### config.mk
export PLATFORM = sky130hd
export DESIGN_NAME = short_preamble_gen_flat
export DESIGN_NICKNAME = d
export VERILOG_FILES = /design/src/rtl/short_preamble_gen_if.sv /design/src/rtl/short_preamble_gen.sv /design/src/flat_wrapper.sv
export SDC_FILE = /design/constraint.sdc
export NUM_CORES = 1
export LEC_CHECK = 0
export ABC_AREA = 1
export CAP_MARGIN = 30
export CELL_PAD_IN_SITES_DETAIL_PLACEMENT = 1
export CELL_PAD_IN_SITES_GLOBAL_PLACEMENT = 2
export CORE_MARGIN = 2
export CORE_UTILIZATION = 30
export DETAILED_ROUTE_END_ITERATION = 7
export GPL_TIMING_DRIVEN = 1
export PLACE_DENSITY = 0.91
export SLEW_MARGIN = 20
export SYNTH_ARGS = -nofsm -noshare
export SYNTH_HDL_FRONTEND = slang
export SYNTH_SLANG_ARGS = --single-unit
### constraint.sdc
create_clock -name clock -period 3.1 [get_ports clock]
set_clock_uncertainty 0.2 [all_clocks]
set_input_delay 0.62 -clock clock [delete_from_list [all_inputs] [get_ports clock]]
set_output_delay 0.62 -clock clock [all_outputs]
set_load 0.01 [all_outputs]
### src/rtl/short_preamble_gen_if.sv
// ---------------------------------------------------------------------------
// short_preamble_gen_if
// Control and sample-stream bundle for the STF generator.
//   start             : single-cycle sequence request
//   num_periods       : number of 16-sample STF periods to emit
//   gain_shift        : left shift applied to the STF table values (0..3)
//   sample_out_ready  : downstream request, one sample per high cycle
//   sample_out        : {I[31:16], Q[15:0]} two's complement sample
//   sample_out_strobe : one-cycle valid for sample_out
//   sample_index      : 0-based index of the sample on sample_out
//   busy              : sequence in progress
//   done              : one-cycle end-of-sequence pulse
// master = the controller/consumer side, slave = the generator.
// ---------------------------------------------------------------------------
interface short_preamble_gen_if;
    logic        start;
    logic [3:0]  num_periods;
    logic [1:0]  gain_shift;
    logic        sample_out_ready;
    logic [31:0] sample_out;
    logic        sample_out_strobe;
    logic [7:0]  sample_index;
    logic        busy;
    logic        done;

    modport master (
        output start, num_periods, gain_shift, sample_out_ready,
        input  sample_out, sample_out_strobe, sample_index, busy, done
    );

    modport slave (
        input  start, num_periods, gain_shift, sample_out_ready,
        output sample_out, sample_out_strobe, sample_index, busy, done
    );
endinterface

### src/rtl/short_preamble_gen.sv
// ---------------------------------------------------------------------------
// short_preamble_gen
// Transmit-side generator for the 802.11a/g short training field. On an
// accepted start it streams num_periods x 16 STF samples, scaled by
// gain_shift, one per cycle in which the downstream raises ready. With
// WINDOW_EN set, the first sample is halved and a halved copy of table
// entry 0 is appended as a tail sample.
// Ports:
//   clock  : system clock
//   reset  : asynchronous active-low reset
//   enable : when low, all state freezes and strobe/done are forced low
//   sp     : control / sample stream bundle (slave side)
// ---------------------------------------------------------------------------
module short_preamble_gen #(
    parameter bit WINDOW_EN = 1'b1
) (
    input  logic                 clock,
    input  logic                 reset,
    input  logic                 enable,
    short_preamble_gen_if.slave  sp
);

    typedef enum logic [1:0] {
        ST_IDLE = 2'd0,
        ST_RUN  = 2'd1,
        ST_TAIL = 2'd2,
        ST_DONE = 2'd3
    } state_t;

    state_t             state_r;
    state_t             state_next_s;
    logic [7:0]         count_r;
    logic [7:0]         count_next_s;
    logic [7:0]         total_r;
    logic [1:0]         gain_r;
    logic               accept_s;
    logic               emit_s;
    logic               halve_s;
    logic [31:0]        rom_iq_s;
    logic signed [15:0] rom_i_s;
    logic signed [15:0] rom_q_s;
    logic signed [15:0] scaled_i_s;
    logic signed [15:0] scaled_q_s;
    logic signed [15:0] out_i_s;
    logic signed [15:0] out_q_s;

    logic [31:0]        sample_out_r;
    logic               sample_out_strobe_r;
    logic [7:0]         sample_index_r;
    logic               busy_r;
    logic               done_r;

    // One STF period, {I, Q}, unscaled.
    function automatic logic [31:0] stf_rom(input logic [3:0] idx);
        case (idx)
            4'd0:    stf_rom = {16'sd377,   16'sd377};
            4'd1:    stf_rom = {-16'sd1085, 16'sd19};
            4'd2:    stf_rom = {-16'sd111,  -16'sd643};
            4'd3:    stf_rom = {16'sd1170,  -16'sd111};
            4'd4:    stf_rom = {16'sd754,   16'sd0};
            4'd5:    stf_rom = {16'sd1170,  -16'sd111};
            4'd6:    stf_rom = {-16'sd111,  -16'sd643};
            4'd7:    stf_rom = {-16'sd1085, 16'sd19};
            4'd8:    stf_rom = {16'sd377,   16'sd377};
            4'd9:    stf_rom = {16'sd19,    -16'sd1085};
            4'd10:   stf_rom = {-16'sd643,  -16'sd111};
            4'd11:   stf_rom = {-16'sd111,  16'sd1170};
            4'd12:   stf_rom = {16'sd0,     16'sd754};
            4'd13:   stf_rom = {-16'sd111,  16'sd1170};
            4'd14:   stf_rom = {-16'sd643,  -16'sd111};
            4'd15:   stf_rom = {16'sd19,    -16'sd1085};
            default: stf_rom = 32'd0;
        endcase
    endfunction

    // Next-state and sample-counter logic.
    // count_r is the index of the next sample to emit. Once it reaches the
    // end of the stream the FSM spends one more enabled cycle before DONE so
    // that done lands one cycle after the last strobe. The tail sample index
    // is a multiple of 16, so count_r[3:0] selects table entry 0 for it.
    always_comb begin
        state_next_s = state_r;
        count_next_s = count_r;
        accept_s     = 1'b0;
        emit_s       = 1'b0;
        if (enable) begin
            case (state_r)
                ST_IDLE: begin
                    if (sp.start) begin
                        accept_s     = 1'b1;
                        count_next_s = 8'd0;
                        if (sp.num_periods == 4'd0) begin
                            state_next_s = ST_DONE;
                        end else begin
                            state_next_s = ST_RUN;
                        end
                    end else begin
                        state_next_s = ST_IDLE;
                    end
                end
                ST_RUN: begin
                    if (count_r == total_r) begin
                        state_next_s = ST_DONE;
                    end else if (sp.sample_out_ready) begin
                        emit_s       = 1'b1;
                        count_next_s = count_r + 8'd1;
                        if (WINDOW_EN && (count_r == (total_r - 8'd1))) begin
                            state_next_s = ST_TAIL;
                        end else begin
                            state_next_s = ST_RUN;
                        end
                    end else begin
                        state_next_s = ST_RUN;
                    end
                end
                ST_TAIL: begin
                    if (count_r == (total_r + 8'd1)) begin
                        state_next_s = ST_DONE;
                    end else if (sp.sample_out_ready) begin
                        emit_s       = 1'b1;
                        count_next_s = count_r + 8'd1;
                    end else begin
                        state_next_s = ST_TAIL;
                    end
                end
                ST_DONE: begin
                    state_next_s = ST_IDLE;
                end
                default: begin
                    state_next_s = ST_IDLE;
                end
            endcase
        end else begin
            state_next_s = state_r;
        end
    end

    // Sample datapath: table lookup, gain shift, then optional halving.
    always_comb begin
        rom_iq_s   = stf_rom(count_r[3:0]);
        rom_i_s    = signed'(rom_iq_s[31:16]);
        rom_q_s    = signed'(rom_iq_s[15:0]);
        scaled_i_s = rom_i_s <<< gain_r;
        scaled_q_s = rom_q_s <<< gain_r;
        halve_s    = WINDOW_EN &&
                     (((state_r == ST_RUN) && (count_r == 8'd0)) ||
                      (state_r == ST_TAIL));
        if (halve_s) begin
            out_i_s = scaled_i_s >>> 1;
            out_q_s = scaled_q_s >>> 1;
        end else begin
            out_i_s = scaled_i_s;
            out_q_s = scaled_q_s;
        end
    end

    // State, latched configuration and registered outputs.
    always_ff @(posedge clock or negedge reset) begin
        if (!reset) begin
            state_r             <= ST_IDLE;
            count_r             <= 8'd0;
            total_r             <= 8'd0;
            gain_r              <= 2'd0;
            sample_out_r        <= 32'd0;
            sample_out_strobe_r <= 1'b0;
            sample_index_r      <= 8'd0;
            busy_r              <= 1'b0;
            done_r              <= 1'b0;
        end else begin
            state_r             <= state_next_s;
            count_r             <= count_next_s;
            sample_out_strobe_r <= emit_s;
            busy_r              <= (state_next_s != ST_IDLE);
            // Pulse only on entry so a DONE frozen by enable cannot repeat.
            done_r              <= (state_next_s == ST_DONE) && (state_r != ST_DONE);
            if (accept_s) begin
                total_r <= {sp.num_periods, 4'b0000};
                gain_r  <= sp.gain_shift;
            end else begin
                total_r <= total_r;
                gain_r  <= gain_r;
            end
            if (emit_s) begin
                sample_out_r   <= {out_i_s, out_q_s};
                sample_index_r <= count_r;
            end else begin
                sample_out_r   <= sample_out_r;
                sample_index_r <= sample_index_r;
            end
        end
    end

    assign sp.sample_out        = sample_out_r;
    assign sp.sample_out_strobe = sample_out_strobe_r;
    assign sp.sample_index      = sample_index_r;
    assign sp.busy              = busy_r;
    assign sp.done              = done_r;

endmodule
### src/flat_wrapper.sv
// flat-port wrapper written by rule: the top's interface ports become plain ports
module short_preamble_gen_flat 
#(
    parameter bit WINDOW_EN = 1'b1
)
  (clock, reset, enable, sp_start, sp_num_periods, sp_gain_shift, sp_sample_out_ready, sp_sample_out, sp_sample_out_strobe, sp_sample_index, sp_busy, sp_done);
  short_preamble_gen_if sp_i ();
  input  logic clock;
  input  logic reset;
  input  logic enable;
  input wire logic [$bits(sp_i.start)-1:0] sp_start;
  input wire logic [$bits(sp_i.num_periods)-1:0] sp_num_periods;
  input wire logic [$bits(sp_i.gain_shift)-1:0] sp_gain_shift;
  input wire logic [$bits(sp_i.sample_out_ready)-1:0] sp_sample_out_ready;
  output wire logic [$bits(sp_i.sample_out)-1:0] sp_sample_out;
  output wire logic [$bits(sp_i.sample_out_strobe)-1:0] sp_sample_out_strobe;
  output wire logic [$bits(sp_i.sample_index)-1:0] sp_sample_index;
  output wire logic [$bits(sp_i.busy)-1:0] sp_busy;
  output wire logic [$bits(sp_i.done)-1:0] sp_done;
  assign sp_i.start = sp_start;
  assign sp_i.num_periods = sp_num_periods;
  assign sp_i.gain_shift = sp_gain_shift;
  assign sp_i.sample_out_ready = sp_sample_out_ready;
  assign sp_sample_out = sp_i.sample_out;
  assign sp_sample_out_strobe = sp_i.sample_out_strobe;
  assign sp_sample_index = sp_i.sample_index;
  assign sp_busy = sp_i.busy;
  assign sp_done = sp_i.done;
  short_preamble_gen #(.WINDOW_EN(WINDOW_EN)) u_core (.clock(clock), .reset(reset), .enable(enable), .sp(sp_i));
endmodule
---- Word-level counts from Yosys, hierarchy flattened ----
Memory sizes are Yosys's and may differ from the RTL's.
Cells that the tools add are included.
cells by class
  $add $sub $neg .......................... 3
  $mul .................................... 0
  div/mod/pow operators ................... 0
  magnitude comparators ................... 0
  eq/ne operators ......................... 11
  shift-type cells ........................ 2
  muxes and demuxes ....................... 24
  bitwise operators ....................... 0
  reduce and logical (&&, ||, !) cells .... 9
operators by type and width
  cell                                                                number
  8-bit two-way mux                                                   4
  16-bit by 2-bit <<< shifter with 16-bit output                      2
  15-bit two-way mux                                                  2
  8-bit == test                                                       3
  8-bit one-hot mux with 3 select lines                               1
  8-bit by 1-bit adder with 8-bit output, second input constant       2
  2-bit two-way mux                                                   8
  8-bit logical NOT                                                   1
  2-bit != test, second input constant                                4
  2-bit one-hot mux with 4 select lines                               1
  8-bit by 1-bit subtractor with 8-bit output, second input constant  1
  1-bit two-way mux                                                   7
  2-bit == test, second input constant                                3
  5-bit AND reduction                                                 1
  4-bit logical NOT                                                   1
  3-bit nonzero test                                                  1
  2-bit by 1-bit == test with 1-bit output, second input constant     1
  1-bit logical AND                                                   2
  2-bit logical NOT                                                   1
  1-bit one-hot mux with 2 select lines                               1
  2-bit nonzero test                                                  1
  1-bit logical OR                                                    1
storage, ports and cells
  bits in registers ....................... 59
  latch bits .............................. 0
  RAM bits ................................ 0
  memory bits (read-only) ................. 512
  bits of input ports ..................... 11
  output and inout bits ................... 43
  logic and storage cells ................. 59
  memories ................................ 1
memories
  memory            depth  bits a word  rd ports  clocked after Yosys merged registers in  wr ports  RTL line                  source
  (name not given)  16     32           1         0                                        0         short_preamble_gen.sv:55  case (idx)

---- Logic depth before layout (Yosys ltp) ----
Gate-level depths: netlist of the first run.
  depth after elaboration ................. 9
  depth in mapped cells ................... 14
  depth with buffers taken out ............ 14

---- Least setup slack after synthesis of the first run ----
Ideal clock, no wire load.
  kind .................................... register -> register
  start point ............................. register u_core.count_r[0]
  end point ............................... register u_core.sample_out_r[11] (netlist: u_core.sp.sample_out[11])
  library setup time ...................... 117 ps
  arrival ................................. 1,836 ps
  data required time ...................... 2,783 ps
  slack ................................... 947 ps
  cell stages (with the launch flop) ...... 14
  buffers on the path ..................... 0
  clock period less this slack ............ 2,153 ps
  cell sequence ........................... dfrtp_1 > inv_1 > ha_1 > inv_1 > nand2_1 > o21ai_0 > nand2_1 > o21ai_2 > inv_1 > nand2_1 > a21boi_2 > nand2_1 > nand3_1 > nand2_1
on the way
  word-level cells in the longest chain between the ends .. 4
  elaborated cells on any way between the ends .. 12
  classes of those cells .................. eq/ne (2); shift (1); mux (5); reduce/logical (3); memory (1)
ends and longest elaborated chain
  item                                                                        RTL line                   source
  start: declaration                                                          short_preamble_gen.sv:32   logic [7:0] count_r;
  start signal: assignment                                                    short_preamble_gen.sv:171  count_r <= count_next_s;
  parallel branches: the longest is 4 deep, another holds memory 16 x 32 bit  --
  end signal: assignment                                                      short_preamble_gen.sv:184  sample_out_r <= {out_i_s, out_q_s};
  end signal: assignment                                                      short_preamble_gen.sv:187  sample_out_r <= sample_out_r;
  end: declaration                                                            short_preamble_gen.sv:47   logic [31:0] sample_out_r;
Parallel ways; which one is timed is not known.
A chain may end at the register's enable or synchronous reset.

---- Final worst setup path of the first run ----
  start point ............................. register u_core.count_r[0]
  end point ............................... register u_core.sample_out_r[15] (netlist: u_core.sp.sample_out[15])
on the way
  word-level cells in the longest chain between the ends .. 4
  elaborated cells on any way between the ends .. 8
  classes of those cells .................. eq/ne (2); shift (1); mux (4); memory (1)
ends and longest elaborated chain
  item
  parallel branches: the longest is 4 deep, another holds memory 16 x 32 bit
Parallel ways; which one is timed is not known.

==> results.json, run 1 <==
{
  "met1Wirelength_mm": 5.37,
  "maxCapViolCount": 0,
  "cts_tree": "built",
  "synthesis.nets": 601,
  "rows": 41,
  "ant_nets": 0,
  "tns_ps": 0,
  "ys_top_cells_by_area": "dfrtp_1 37%, nand2_1 22%, nand3_1 9.1%, o21ai_0 5.3%, ha_1 4.6%",
  "port_buffers": 53,
  "endpoint_kind": "flop",
  "highest_layer": "met4",
  "cts_buffers": 9,
  "cp_slowest_cell": "inv_2",
  "synth_cells": 576,
  "p_clk_share_pct": 18.6,
  "synth-edff-count": 0,
  "synth_commonest_cells": "227 x nand2_1, 70 x nand3_1, 57 x dfrtp_1, 41 x o21ai_0, 38 x inv_1",
  "grt_pass1_wl_mm": 19.9,
  "internal_power_uw": 2760,
  "crit_start": "u_core.count_r[0]",
  "hpwlAfterDp_mm": 9.08,
  "hold_violations": 0,
  "slowest_delay_ps": 560,
  "avgSynthCellArea_um2": 6.67,
  "relSlewSlack_pct": 49.2,
  "yosys_warnings": 0,
  "cts_setup_buffers": 0,
  "ir_worst_vdd_mv": 0.347,
  "worst_pin_slew_ps": 760,
  "drtIter0Drc": 115,
  "wl_per_cell_um": 15.1,
  "final_nets": 648,
  "cts-resized-gates": 0,
  "clkTransAtPathRegs_ps": 50,
  "ioPinCount": 54,
  "die_w_um": 117,
  "routed_wl_mm": 12.0,
  "grt_start_max_net_pins": 45,
  "fp.dieH_um": 117,
  "reg2reg_to": "u_core.sp.sample_out[15]",
  "power.switching_uw": 2320,
  "met2_length_mm": 6.09,
  "setup_viol": 0,
  "gp_congestion": 0.853,
  "r2r_slack_ps": 400,
  "p_seq_share_pct": 23.7,
  "cp.required_ps": 3150,
  "power.density_mw_per_mm2": 1060,
  "clock_latency_ps": 340,
  "critical_path.max_fanout": 44,
  "clock.fmax_ghz": 0.370,
  "coreArea_mm2": 0.0126,
  "status": "complete, no violations",
  "cts-root-buf": "clkbuf_16",
  "die_area_mm2": 0.0137,
  "antenna_found_initial": 0,
  "synthFlopType": "dfrtp_1",
  "switching_share_pct": 45.6,
  "path_cells": "inv_1 > ha_1 > nand2_2 > nor2_1 > nand3_1 > nand2_1 > a21boi_2 > inv_2 > nand2_1 > o21ai_1",
  "antenna_cells": 0,
  "r2r_start": "u_core.count_r[0]",
  "fillers": 1594,
  "grt_pass1_vias": 4044,
  "synth.top_cell.area_share_pct": 37.1,
  "drv_slew": 0,
  "place_inst": 784,
  "crit_type": "reg2reg",
  "synthDistinctLibCells": 34,
  "hold_class": "in2async",
  "finalCritPeriodShare_pct": 87.1,
  "grt_util_all_layers_pct": 18.9,
  "clock-sinks": 57,
  "synthToLayoutAreaGrowth_pct": 25.0,
  "rsz0062_at_grt": "false",
  "yosysSeqAreaShare_pct": 37.1,
  "postSynth.asyncResetShare_pct": 100,
  "vias": 3896,
  "wl_met3_um": 377,
  "htreeDepth": 3,
  "startpoint_type": "flop",
  "initial_core_util_pct": 30.6,
  "synth.largest_area_cell": "dfrtp_1",
  "overflow": 0,
  "final_util_pct": 38.2,
  "cp_common_cell": "nand2_1",
  "drive_above_1_share_pct": 6.41,
  "synth_seq_cells": 57,
  "drc": 0,
  "final_cells": 796,
  "clk_path_buf_depth": 2,
  "total_power_uw": 5080,
  "dr.pass1.iters": 4,
  "worstPathArrival_ps": 2750,
  "reg2reg_depth": 10,
  "p_leak_uw": 0.00234,
  "holdBufCountCts": 0,
  "fin_crit_ps": 2700,
  "vias_per_cell": 4.89,
  "syn_area_mm2": 0.00384,
  "synth.most_common_cell": "nand2_1",
  "power_frac_comb_pct": 57.6
}
-- metal layers --
| layer | vias up | track usage (%) |
|---|---|---|
| met3 | 11 | 4.07 |
| met4 | 0 | 6.20 |
| met1 | 1866 | 22.7 |
| met5 | - | 0 |
| li1 | 1950 | - |
| met2 | 69 | 33.4 |
-- cell families (layout without fill, tap and decap cells) --
group                    Yosys count  after routing  share of synthesized area (%)
buffers and inverters             75            123                           8.20
AND/OR/NAND/NOR                  343            343                           37.1
XOR/XNOR                           3              3                          0.684
multiplexers                       1              1                          0.260
adder cells (fa/ha/maj)           14             14                           4.56
AO/OA/AOI/OAI                     83             83                           12.0
flip-flops                        57             57                           37.1
-- how the worst max path moves through the flow --
stage,endpoint,cells past startpoint
after floorplan,u_core.sp.sample_out[11],13
after global placement,u_core.sp.sample_out[15],7
after detailed placement,u_core.sp.sample_out[15],10
after CTS,u_core.sp.sample_out[15],10
after global routing,u_core.sp.sample_out[15],10
final,u_core.sp.sample_out[15],10
-- power by group through the flow --
stage,Sequential [µW],Combinational (µW),Clock (µW)
after floorplan,1290,1780,0
after global placement,1200,2850,0
after detailed placement,1220,2910,0
after CTS,1210,2950,973
after global routing,1250,3320,1000
final,1210,2930,947
-- state kept, by name, summed over array words and instances (netlist names) --
| register | flops |
|---|---|
| u_core.count_r | 8 |
| u_core.gain_r | 2 |
| u_core.sp.busy | 1 |
| u_core.sp.done | 1 |
| u_core.sp.sample_index | 8 |
| u_core.sp.sample_out | 30 |
| u_core.sp.sample_out_strobe | 1 |
| u_core.state_r | 2 |
| u_core.total_r | 4 |
-- placed cells by master, fill, tap and decap left out, types with 2 or more instances in the layout --
cell             instances
o21ai_0                 41
dfrtp_1                 57
a21boi_2                 2
o21ai_1                 13
a31oi_1                  5
inv_1                   38
nand4_1                  6
nand3b_1                 2
o31ai_1                  2
nor2_1                  26
o211ai_1                 4
inv_2                    7
a21oi_1                 11
xor2_1                   3
ha_1                    14
clkdlybuf4s50_1         52
nand3_1                 70
buf_4                   12
clkbuf_16                9
or2_2                    3
nor4_1                   2
nand2_1                227
nor3_1                   3
-- worst max-delay path: cells and delay by family, from the launching register on --
kind / cells / cell delay [ps]
buf+inv: 2 / 850
fa+ha+maj: 1 / 250
flops: 1 / 430
simple gates: 5 / 660
compound gates: 2 / 220
-- per-stage QoR --
stage	hold WS, ps	worst slack, ps	area (µm²)
floorplan	124	947	3840
global placement	263	455	4530
detailed placement	265	403	4530
CTS	91.4	387	4800
global route	122	120	4800
finish	76.8	400	4800
-- final cells by class --
type                            count  area (µm²)  area share [%]
Multi-Input combinational cell    444        2100            43.8
Sequential cell                    57        1430            29.7
Timing Repair Buffer               65         616            12.8
Clock buffer                       11         243            5.05
Tap cell                          172         215            4.48
Inverter                           46         173            3.59
Clock inverter                      1        30.0           0.625
Power figures use the tool's default switching activity.
==> run 2, diff against run 1 <==
--- a/config.mk
+++ b/config.mk
@@ -13,7 +13,7 @@
 export CORE_UTILIZATION = 30
 export DETAILED_ROUTE_END_ITERATION = 7
 export GPL_TIMING_DRIVEN = 1
-export PLACE_DENSITY = 0.91
+export PLACE_DENSITY = 0.81
 export SLEW_MARGIN = 20
 export SYNTH_ARGS = -nofsm -noshare
 export SYNTH_HDL_FRONTEND = slang
==> run 2 against run 1 <==
First-iteration DRC count fell by 7.8%. Clock power rose by 3.4%. Sequential cell count did not move. Via count fell by 0.85%. Utilization rose by 0.24 points. Register-to-register slack improved by 97 ps. Routed wire length fell by 1.5%. Sequential power barely moved. Critical path depth fell by 1. Critical path type unchanged. Die area did not move. Critical endpoint is now u_core.count_r[4]. Setup slack improved by 97 ps. Highest routed layer unchanged.
==> results.json, run 2 (synthesis results as in run 1) <==
{
  "status": "complete, no violations",
  "hold_class": "in2async",
  "worst_pin_slew_ps": 754,
  "multi_input_area_mm2": 0.00210,
  "worstPathArrival_ps": 2660,
  "relSlewSlack_pct": 49.8,
  "routed_wl_mm": 11.8,
  "die_area_mm2": 0.0137,
  "drtIter0Drc": 106,
  "holdBufCountCts": 0,
  "coreArea_mm2": 0.0126,
  "ant_nets": 0,
  "hpwlAfterDp_mm": 8.86,
  "drv_slew": 0,
  "cts_tree": "built",
  "grt_util_all_layers_pct": 19.0,
  "clk_path_buf_depth": 2,
  "layout_commonest_cell": "nand2_1",
  "critical_path.max_fanout": 10,
  "slowest_delay_ps": 450,
  "startpoint_type": "flop",
  "reg2reg_depth": 9,
  "clkTransAtPathRegs_ps": 50,
  "ir_worst_vdd_mv": 0.281,
  "rows": 41,
  "rsz0062_at_grt": "false",
  "reg2reg_to": "u_core.count_r[4]",
  "final_util_pct": 38.5,
  "register_area_mm2": 0.00143,
  "ioPinCount": 54,
  "largest_reg_flops": 30,
  "r2r_slack_ps": 500,
  "crit_start": "u_core.state_r[0]",
  "vias": 3863,
  "power.density_mw_per_mm2": 1050,
  "cts-root-buf": "clkbuf_16",
  "finalCritPeriodShare_pct": 84.0,
  "wl_per_cell_um": 14.7,
  "cts-resized-gates": 0,
  "gp_congestion": 0.843,
  "worstSetupEndpoint": "u_core.count_r[4]",
  "dr.pass1.iters": 4,
  "port_buffers": 53,
  "endpoint_kind": "flop",
  "vias_per_cell": 4.82,
  "drc": 0,
  "fillers": 1601,
  "antenna_cells": 0,
  "drive_above_1_share_pct": 7.30,
  "grt_pass1_wl_mm": 20.2,
  "cp.required_ps": 3150,
  "mostFrequentLayoutCells": "227 x nand2_1, 70 x nand3_1, 57 x dfrtp_1",
  "die_w_um": 117,
  "cts_buffers": 9,
  "htreeDepth": 3,
  "overflow": 0,
  "final_nets": 650,
  "cts_setup_buffers": 0,
  "p_leak_uw": 0.00236,
  "path_cells": "inv_1 > ha_1 > inv_1 > o21ai_0 > a211oi_1 > nand3_2 > inv_2 > nand4_1 > o21ai_0",
  "clock-sinks": 57,
  "grt_start_max_net_pins": 58,
  "maxCapViolCount": 0,
  "fp.dieH_um": 117,
  "cp_slowest_cell": "ha_1",
  "clock.fmax_ghz": 0.384,
  "hold_violations": 0,
  "initial_core_util_pct": 30.6,
  "synthToLayoutAreaGrowth_pct": 25.8,
  "fin_crit_ps": 2600,
  "clock_latency_ps": 340,
  "tns_ps": 0,
  "r2r_start": "u_core.state_r[0]",
  "crit_type": "reg2reg",
  "setup_viol": 0,
  "grt_pass1_vias": 4212,
  "antenna_found_initial": 0
}
## run 2: cell count changes in the layout (fill, tap and decap cells not counted), sizes merged
| cell | delta |
|---|---|
| clkinv | +5 |
| buf | +2 |
| clkbuf | -1 |
## run 2: critical path, delay by kind of cell, from the launching register on
kind,cells,cell delay (ps)
DFF,1,430
adders and majority gates,1,450
and+or+nand+nor,2,330
AOI/OAI and AO/OA,3,540
buffers and inverters,3,560
## run 2: routing by layer
metal | vias to the layer above | global-route usage [%] | part of all wire [%]
li1 | 1959 | - | -
met1 | 1840 | 23.1 | 46
met2 | 45 | 33.0 | 49
met3 | 19 | 4.12 | 2.3
met4 | 0 | 7.45 | 2.1
met5 | - | 0 | 0
## run 2: worst min-delay path by stage
stage                     cells after the start                     start                  endpoint  slack, ps
after detailed placement                      2  u_core.sp.sample_out[23]  u_core.sp.sample_out[23]        260
after global placement                        2  u_core.sp.sample_out[23]  u_core.sp.sample_out[23]        260
after global routing                          2   u_core.sp.sample_out[7]   u_core.sp.sample_out[7]        300
final                                         2                     reset  u_core.sp.sample_out[20]        240
after CTS                                     2                     reset   u_core.sp.sample_out[8]        270
after floorplan                               0                     reset         u_core.count_r[0]        120
## run 2: power breakdown
group          total, µW  leakage, µW  switching (µW)  internal (µW)
registers           1210     0.000716             191           1020
clock network        979     0.000146             363            616
logic               2910      0.00150            1770           1140
total               5100      0.00236            2330           2770
## run 2: stage by stage
stage               cell area (µm²)  total power (µW)  hold slack (ps)  worst slack (ps)  std cells
global placement               4550              4130              262               519        786
CTS                            4830              5190              272               471        802
global route                   4830              5650              301               227        802
detailed placement             4550              4170              265               507        786
floorplan                      3840              3060              124               947        576
finish                         4830              5100              243               497        802
## run 2: area by class of cell
cell class	instances	area share, %
inverters	46	3.57
multi-input cells	444	43.5
flip-flops and latches	57	29.5
well taps	172	4.45
clock buffers	10	4.74
repair buffers	67	13.0
clock inverters	6	1.22
